<file path="config.mk">
export PLATFORM = sky130hd
export DESIGN_NAME = dsp_out_stage
export DESIGN_NICKNAME = d
export VERILOG_FILES = /design/src/rtl/dsp_out_stage.sv
export SDC_FILE = /design/constraint.sdc
export NUM_CORES = 1
export LEC_CHECK = 0
export CAP_MARGIN = 20
export CORE_MARGIN = 2
export CORE_UTILIZATION = 40
export DETAILED_ROUTE_END_ITERATION = 6
export PLACE_DENSITY = 0.62
export RECOVER_POWER = 100
export REMOVE_ABC_BUFFERS = 1
export SLEW_MARGIN = 5
export SYNTH_ARGS = -nofsm -noshare
export SYNTH_HDL_FRONTEND = slang
export SYNTH_SLANG_ARGS = --single-unit
export TNS_END_PERCENT = 10
</file>
<file path="constraint.sdc">
create_clock -name clk -period 1.96 [get_ports clk]
set_clock_uncertainty 0.15 [all_clocks]
set_input_delay 0.294 -clock clk [delete_from_list [all_inputs] [get_ports clk]]
set_output_delay 0.294 -clock clk [all_outputs]
set_load 0.1 [all_outputs]
</file>
<file path="src/rtl/dsp_out_stage.sv">
// Output stage of the FIR datapath: round/scale the accumulator, optionally saturate,
// and buffer results in a first-word-fall-through FIFO. Define DSP_OUT_SAT_EN for saturation.
module dsp_out_stage #(
    parameter int N     = 16,
    parameter int N_IN  = 30,
    parameter int SHIFT = 12,
    parameter int DEPTH = 4
) (
    input  logic                     clk,
    input  logic                     rst,
    input  logic                     ena,
    input  logic [N_IN-1:0]          in,
    input  logic                     clr,
    output logic [N-1:0]             out_data,
    output logic                     out_valid,
    input  logic                     out_ready,
    output logic [$clog2(DEPTH):0]   level,
    output logic                     sat_flag,
    output logic [7:0]               drop_cnt
);

    localparam int PW = $clog2(DEPTH);
    localparam int RW = N_IN + 1;
    localparam logic [PW:0] FULL_LVL = DEPTH[PW:0];

    function automatic logic [RW-1:0] round_shift(input logic [N_IN-1:0] x);
        logic [RW-1:0] sum;
        sum = {1'b0, x} + (RW'(1) << (SHIFT - 1));
        return sum >> SHIFT;
    endfunction

`ifdef DSP_OUT_SAT_EN
    function automatic logic is_ovf(input logic [RW-1:0] r);
        return (r >> N) != '0;
    endfunction

    function automatic logic [N-1:0] saturate(input logic [RW-1:0] r);
        return is_ovf(r) ? '1 : r[N-1:0];
    endfunction
`endif

    logic [N-1:0] data_p0;
    logic [N-1:0] stage_p1;
    logic         vld_p1;

`ifdef DSP_OUT_SAT_EN
    logic [RW-1:0] r_p0;
    logic          ovf_p0;

    assign r_p0    = round_shift(in);
    assign ovf_p0  = is_ovf(r_p0);
    assign data_p0 = saturate(r_p0);

    // Sticky clip flag; a clip in the same cycle as clr takes priority.
    always_ff @(posedge clk) begin
        if (rst)                 sat_flag <= 1'b0;
        else if (ena && ovf_p0)  sat_flag <= 1'b1;
        else if (clr)            sat_flag <= 1'b0;
    end
`else
    assign data_p0  = N'(round_shift(in));
    assign sat_flag = 1'b0;
`endif

    // ---- stage p0 -> p1: scaled sample register ----
    always_ff @(posedge clk) begin
        if (ena) stage_p1 <= data_p0;
    end

    always_ff @(posedge clk) begin
        if (rst) vld_p1 <= 1'b0;
        else     vld_p1 <= ena;
    end

    // ---- stage p1 -> FIFO ----
    logic [N-1:0]  mem [DEPTH];
    logic [PW-1:0] wr_ptr;
    logic [PW-1:0] rd_ptr;
    logic          pop;
    logic          push_ok;
    logic          drop;

    assign out_valid = (level != '0);
    assign pop       = out_valid && out_ready;
    assign push_ok   = vld_p1 && ((level != FULL_LVL) || pop);
    assign drop      = vld_p1 && !push_ok;
    assign out_data  = out_valid ? mem[rd_ptr] : '0;

    always_ff @(posedge clk) begin
        if (push_ok) mem[wr_ptr] <= stage_p1;
    end

    always_ff @(posedge clk) begin
        if (rst) begin
            wr_ptr <= '0;
            rd_ptr <= '0;
            level  <= '0;
        end else begin
            if (push_ok) wr_ptr <= wr_ptr + 1'b1;
            if (pop)     rd_ptr <= rd_ptr + 1'b1;
            case ({push_ok, pop})
                2'b10:   level <= level + 1'b1;
                2'b01:   level <= level - 1'b1;
                default: level <= level;
            endcase
        end
    end

    // Drop counter saturates at 255; a drop coinciding with clr leaves it at 1.
    always_ff @(posedge clk) begin
        if (rst) begin
            drop_cnt <= 8'd0;
        end else if (drop) begin
            if (clr)                    drop_cnt <= 8'd1;
            else if (drop_cnt != 8'hFF) drop_cnt <= drop_cnt + 8'd1;
        end else if (clr) begin
            drop_cnt <= 8'd0;
        end
    end

endmodule

</file>
==> run summary, run 1 <==
Outcome: finished, violations left
Failing checks: negative setup slack
Sink Count: 98
HPWL after DPL: 5.17 mm
Largest net degree at the start of global routing: 20
Finish-stage setup viols: 84
Fin. max-slew vios: 0
Via density per instance: 5.08
Post-CTS setup buffers: 0
Initial antenna violation count: 0
Final hold violation count: 0
Synth async-reset ratio: 0%
Top-area cell type share of the netlist area: 57.3%
Ports: 64
Final worst path period share: 112%
EDFF count, synth: 80
Place WS: -0.339 ns
Initial Util: 41.0%
Antenna cell count: 0
DR pass1 iterations: 4
Hold Startpoint: stage_p1[12]
Total Power: 0.00430 W
Die H: 106 um
Via Count: 2,531
Peak supply drop: 0.000364 V
Worst-path clk slew: 0.08 ns
Post-layout net count: 399
Leak: 1.87 nW
Total track usage: 13.9%
Die width: 106 um
Share of cells above drive strength 1: 29.3%
Fillers: 830
DRC Markers: 0
Count leader, synth: edfxtp_1
Part of the Yosys area used for sequential elements: 65.9%
TritonCTS clock tree: yes
CP startpoint kind: register
Area Growth Syn to Fin: 29.5%
Power Dens Cells: 792 nW/um2
DR WL/cell: 15.2 um
Setup TNS Final: -6.75 ns
Synth Warn #: 0
Dpl cells: 481
H-tree levels: 3
Clock root cell: clkbuf_8
Worst min-delay path category: reg2reg
Worst-path fanout max: 8
CP Class: reg2out
Post-synth top cells: edfxtp_1, nand3_1, dfxtp_1
Slew headroom: 43.9%
Maximum root-to-sink buffer count: 2
Mapped cell area: 4190 um2
Critical R2R Launch: level[1]
Arrival time worst endpoint: 1.75 ns
Synth cell types: 45
Top cells by area, synth: edfxtp_1, dfxtp_1, mux4_2, and2_1, xnor2_1
Setup crit end kind: output port
GP Congestion: 0.815
Flops & latches, synth: 98
Clock Latency Late Sink: 0.34 ns
Fin Hold WS: 0.350 ns
Maxcap violations: 0
Hold-fix buffers at CTS: 0
Post-synthesis instance total: 282
Main synth FF type: edfxtp_1
Final worst path period need: 2.19 ns
Non-filler cells, final: 498
Vias in the first global route: 2,382
RSZ-0062 raised after global routing: yes
Remaining Overflow, GRT: 0
I/O Buffers: 49
Max Fclk: 456 MHz
Final WS setup: -0.232 ns
Worst-Margin Slew: 0.842 ns
Mean area per synthesized cell: 14.9 um2
Routed WL: 7.59 mm
DRT antenna net count: 0
Die area: 11,300 um2
First DRT Iteration DRCs: 118
FP Rows: 37
Core Region: 10,200 um2
First-pass GRT wire length: 12.0 mm
Dominant cell type by area after synthesis: edfxtp_1
Required time of the critical path: 1.52 ns
CTS Buf Count: 9
sequential cells by signal (all words and copies together) (netlist names), named ones only:
register	cells
mem	64
stage_p1	16
drop_cnt	8
level	3
rd_ptr	2
wr_ptr	2
vld_p1	1
through the flow:
step	utilization, %	instance area [um2]
global placement	52.3	5350
CTS	54.7	5590
global route	53.1	5430
finish	53.1	5430
floorplan	-	4130
detailed placement	52.3	5350
report_power, final:
part           switching (W)  leakage, nW  internal [W]
Clock               0.000654       0.0857      0.000460
Sequential         0.0000497        0.884       0.00234
Combinational       0.000460        0.898      0.000333
Total                0.00116         1.87       0.00314
area by class of cell:
class	count	area, um2	share of cell area, %
clock buffers	9	124	2.28
clock inverters	7	43.8	0.807
inverters	7	26.3	0.484
multi-input cells	164	1390	25.6
flip-flops and latches	98	2770	51.0
well taps	136	170	3.13
repair buffers	77	907	16.7
cells by family (layout without fill, tap and decap cells):
group	after synthesis	count (layout)	synth area share, %
muxes	17	17	8.84
xor gates and xnor gates	20	20	4.18
buffers and inverters	20	100	2.12
other	1	1	0.0895
AOI/OAI and AO/OA	22	22	3.31
DFF	98	98	65.9
adders and majority gates	7	7	2.27
and+or+nand+nor	97	97	13.3
worst max-delay path, cell delays in order (launching register included):
cell,delay [ns]
dfxtp_4,0.39
buf_12,0.15
mux4_2,0.52
and2_4,0.18
buf_12,0.16
layer usage:
layer	track usage, %	routed length, um	part of all wire [%]
met3	2.27	262	3.5
met1	19.2	3560	47
met2	22.0	3670	48
met5	0	0	0
met4	5.92	97	1.3
path summary, 6_finish.rpt:
path                 end  slack, ns  cells after the start
min reg2reg   mem[1][12]       0.35                      0
max reg2reg  drop_cnt[7]      -0.09                      5
min           mem[1][12]       0.35                      0
max          out_data[6]      -0.23                      4
cell usage in the layout (no fill, tap or decap), types with 2 or more instances in the layout:
cell,instances
clkdlybuf4s50_1,17
nand4_1,6
or2_2,2
and2_4,16
dfxtp_1,17
and3_1,8
edfxtp_1,80
buf_6,2
nand2_1,11
nor2_2,2
mux4_2,16
nor3_1,3
buf_4,14
xnor2_1,11
clkbuf_8,9
inv_1,7
a21oi_1,5
clkbuf_2,11
dlygate4sd3_1,3
ha_1,6
or3_1,3
o21ai_1,2
nor2b_1,2
clkinv_1,4
nor2_1,14
buf_12,23
and4_1,2
clkbuf_1,3
o21ai_0,4
o211ai_1,2
a31oi_1,3
xor2_1,9
nand3_1,19
o2111ai_1,2
what timing repair did:
action,4_1_cts,5_1_grt
cloned,1,0
endpoints found under the setup margin,17,22
resized for setup,20,6
pin swaps,1,1
No activity file was read; power rests on OpenSTA's default activity.
==> run 2, diff against run 1 <==
--- a/config.mk
+++ b/config.mk
@@ -5,11 +5,12 @@
 export SDC_FILE = /design/constraint.sdc
 export NUM_CORES = 1
 export LEC_CHECK = 0
+export ABC_AREA = 1
 export CAP_MARGIN = 20
 export CORE_MARGIN = 2
 export CORE_UTILIZATION = 40
 export DETAILED_ROUTE_END_ITERATION = 6
-export PLACE_DENSITY = 0.62
+export PLACE_DENSITY = 0.61
 export RECOVER_POWER = 100
 export REMOVE_ABC_BUFFERS = 1
 export SLEW_MARGIN = 5
==> run 2 against run 1 <==
Against the previous run:
- non-clock buffer count decreased by 3
- utilization decreased by 0.11 points
- the flow still finishes with violations (negative setup slack)
- critical endpoint is now out_data[13]
- setup slack improved by 0.16 ns
- flip-flop and latch count unchanged
==> run summary, run 2 <==
Synth cell types: 36 (was 45)
Hold Startpoint: drop_cnt[6] (was stage_p1[12])
Worst-case reg-to-reg path depth: 6 (was 5)
Reg-to-reg slack, setup: 0.15 ns (was -0.09 ns)
Power Dens Cells: 1150 nW/um2 (was 792 nW/um2)
Sink Count: 98 (unchanged)
Failing checks: negative setup slack (unchanged)
Remaining Overflow, GRT: 0 (unchanged)
Via density per instance: 4.72 (was 5.08)
First-pass GRT wire length: 13.0 mm (was 12.0 mm)
Buf+Inv Stages, Crit Path: 3 (was 2)
Via Count: 2,919 (was 2,531)
Part of the Yosys area used for sequential elements: 63.8% (was 65.9%)
Fin. max-slew vios: 0 (unchanged)
Setup crit end kind: output port (unchanged)
Largest net degree at the start of global routing: 21 (was 20)
Outcome: finished, violations left (unchanged)
Slowest stage delay, CP: 0.36 ns (was 0.52 ns)
Max reg flops: 64 (unchanged)
DR WL/cell: 12.8 um (was 15.2 um)
Routed WL: 7.92 mm (was 7.59 mm)
Top cells by area, synth: edfxtp_1, dfxtp_1, nor2_1, o21ai_0, a21oi_1 (was edfxtp_1, dfxtp_1, mux4_2, and2_1, xnor2_1)
Fillers: 923 (was 830)
Mean area per synthesized cell: 10.7 um2 (was 14.9 um2)
Die width: 108 um (was 106 um)
Final core utilization: 52.9% (was 53.1%)
First DRT Iteration DRCs: 90 (was 118)
Post-synthesis instance total: 404 (was 282)
Final worst path period share: 104% (was 112%)
Finish-stage setup viols: 16 (was 84)
Post-layout net count: 519 (was 399)
Die area: 11,700 um2 (was 11,300 um2)
Slowest cell on crit path: dfxtp_2 (was mux4_2)
Die H: 108 um (was 106 um)
Count leader, synth: nor2_1 (was edfxtp_1)
Final worst path period need: 2.03 ns (was 2.19 ns)
Core Region: 10,400 um2 (was 10,200 um2)
Synth Area in Adders: 2.20% (was 2.27%)
DRC Markers: 0 (unchanged)
Final hold violation count: 0 (unchanged)
Slew headroom: 46.4% (was 43.9%)
H-tree levels: 3 (unchanged)
Commonest non-fill, non-tap cell in the layout: nor2_1 (was edfxtp_1)
Worst-Margin Slew: 0.805 ns (was 0.842 ns)
Largest regs: mem (64), stage_p1 (16), drop_cnt (8) (unchanged)
Final WS setup: -0.0732 ns (was -0.232 ns)
Most common cell on crit path: buf_12 (unchanged)
Mapped cell area: 4330 um2 (was 4190 um2)
Peak supply drop: 0.000488 V (was 0.000364 V)
CP startpoint kind: register (unchanged)
Critical R2R Launch: level[2] (was level[1])
Post-Synth Simple-Gate Area: 18.9% (was 13.3%)
DRT antenna net count: 0 (unchanged)
Place WS: -0.108 ns (was -0.339 ns)
Required time of the critical path: 1.52 ns (about the same)
CTS Buf Count: 9 (unchanged)
Initial Util: 41.5% (was 41.0%)
Complex-gate fraction of the synthesized area: 7.49% (was 3.31%)
Flops & latches, synth: 98 (unchanged)
Max Fclk: 492 MHz (was 456 MHz)
Ports: 64 (unchanged)
FP Rows: 37 (unchanged)
GP Congestion: 0.838 (was 0.815)
Largest family of logic cells by synthesized area: simple AND/OR/NAND/NOR gates (unchanged)
Clock root cell: clkbuf_8 (unchanged)
Vias in the first global route: 2,844 (was 2,382)
Main synth FF type: edfxtp_1 (unchanged)
Area Growth Syn to Fin: 27.4% (was 29.5%)
Multiplexer area fraction after synthesis: 0% (was 8.84%)
Synth Warn #: 0 (unchanged)
Worst-path clk slew: 0.10 ns (was 0.08 ns)
EDFF count, synth: 80 (unchanged)
Leak: 2.04 nW (was 1.87 nW)
Hold EP: drop_cnt[6] (was mem[1][12])
Worst min-delay path category: reg2reg (unchanged)
Hold-fix buffers at CTS: 0 (unchanged)
Maximum root-to-sink buffer count: 2 (unchanged)
Critical path's top delay family: buffers and inverters (was multiplexers)
RSZ-0062 raised after global routing: yes (unchanged)
RR Endpoint: mem[2][6] (was drop_cnt[7])
Worst path cell trace: clkinvlp_4 > buf_12 > nor2_1 > o21ai_0 > a21oi_2 > buf_12 (was buf_12 > mux4_2 > and2_4 > buf_12)
Antenna cell count: 0 (unchanged)
Top-area cell type share of the netlist area: 55.5% (was 57.3%)
Largest reg by FF count: mem (unchanged)
Share of cells above drive strength 1: 24.5% (was 29.3%)
Arrival time worst endpoint: 1.59 ns (was 1.75 ns)
Synth async-reset ratio: 0% (unchanged)
Clock Latency Late Sink: 0.36 ns (was 0.34 ns)
HPWL after DPL: 5.44 mm (was 5.17 mm)
Total track usage: 14.6% (was 13.9%)
I/O Buffers: 49 (unchanged)
TritonCTS clock tree: yes (unchanged)
Xor and xnor area share after synthesis: 3.04% (was 4.18%)
Hold path depth: 2 (was 0)
Worst-path fanout max: 16 (was 8)
CP Class: reg2out (unchanged)
Commonest non-fill, non-tap cells in the layout: nor2_1, edfxtp_1, nand2_1 (was edfxtp_1, buf_12, nand3_1)
Initial antenna violation count: 0 (unchanged)
Dominant cell type by area after synthesis: edfxtp_1 (unchanged)
DR pass1 iterations: 4 (unchanged)
Post-synth top cells: nor2_1, edfxtp_1, o21ai_0 (was edfxtp_1, nand3_1, dfxtp_1)
Maxcap violations: 0 (unchanged)
## run 2: layout make-up
| cell class | count | area, um2 | share of cell area (%) |
|---|---|---|---|
| Sequential cell | 98 | 2770 | 50.2 |
| Multi-Input combinational cell | 259 | 1420 | 25.7 |
| Timing Repair Buffer | 74 | 807 | 14.6 |
| Tap cell | 136 | 170 | 3.09 |
| Inverter | 35 | 135 | 2.45 |
| Clock buffer | 9 | 124 | 2.25 |
| Clock inverter | 7 | 95.1 | 1.72 |
## run 2: worst register-to-register path, delay by kind of cell (launching register included)
kind,cells,cell delay (ns)
AND/OR/NAND/NOR,2,0.17
buffers and inverters,3,0.62
flip-flops,1,0.34
AO/OA/AOI/OAI,1,0.16
## run 2: per-layer routing
metal / share of wire (%) / wire length (um) / vias to the layer above / global-route usage (%)
met3: 3.5 / 278 / 11 / 2.35
li1: - / - / 1511 / -
met2: 50 / 3960 / 49 / 24.8
met1: 45 / 3540 / 1348 / 18.2
met5: 0 / 0 / - / 0
met4: 1.7 / 134 / 0 / 7.05
## run 2: how the worst max path moves through the flow
stage / endpoint / startpoint / slack [ns] / cells after the start
5_1_grt: out_data[15] / register / -0.14 / 6
2_1_floorplan: out_data[0] / level[2] / -1.69 / 4
6_report: out_data[13] / register / -0.07 / 6
3_3_place_gp: level[2] / out_ready / -0.09 / 9
4_1_cts: out_data[13] / register / -0.10 / 6
3_5_place_dp: level[2] / out_ready / -0.11 / 9
## run 2: kinds of logic after synthesis
| group | after synthesis |
|---|---|
| fa+ha+maj | 7 |
| buf+inv | 47 |
| flops | 98 |
| simple gates | 172 |
| xor+xnor | 15 |
| other cells | 1 |
| compound gates | 64 |
## run 2: power by group
part / internal (W) / switching (W) / total (W) / leakage [nW]
logic: 0.000823 / 0.00170 / 0.00252 / 1.04
clock network: 0.000629 / 0.000729 / 0.00136 / 0.111
registers: 0.00237 / 0.0000710 / 0.00245 / 0.886
total: 0.00383 / 0.00250 / 0.00633 / 2.04
## run 2: metrics by stage
stage          hold slack, ns  TNS [ns]  total power (W)  instances  cell area, um2
4_1_cts                 0.350     -1.14          0.00651        618            5760
6_report                0.337    -0.684          0.00633        618            5520
3_3_place_gp            0.322     -3.43          0.00501        601            5430
5_1_grt                 0.374     -2.28          0.00661        618            5520
3_5_place_dp            0.334     -3.65          0.00504        601            5430
2_1_floorplan           0.213    -77.39          0.00401        392            4270
## run 2: what timing repair did
| action | CTS | global route |
|---|---|---|
| pin swaps | 5 | 10 |
| gates resized for setup | 37 | 15 |
| buffers inserted | 1 | 0 |
| endpoints found under the setup margin | 16 | 16 |
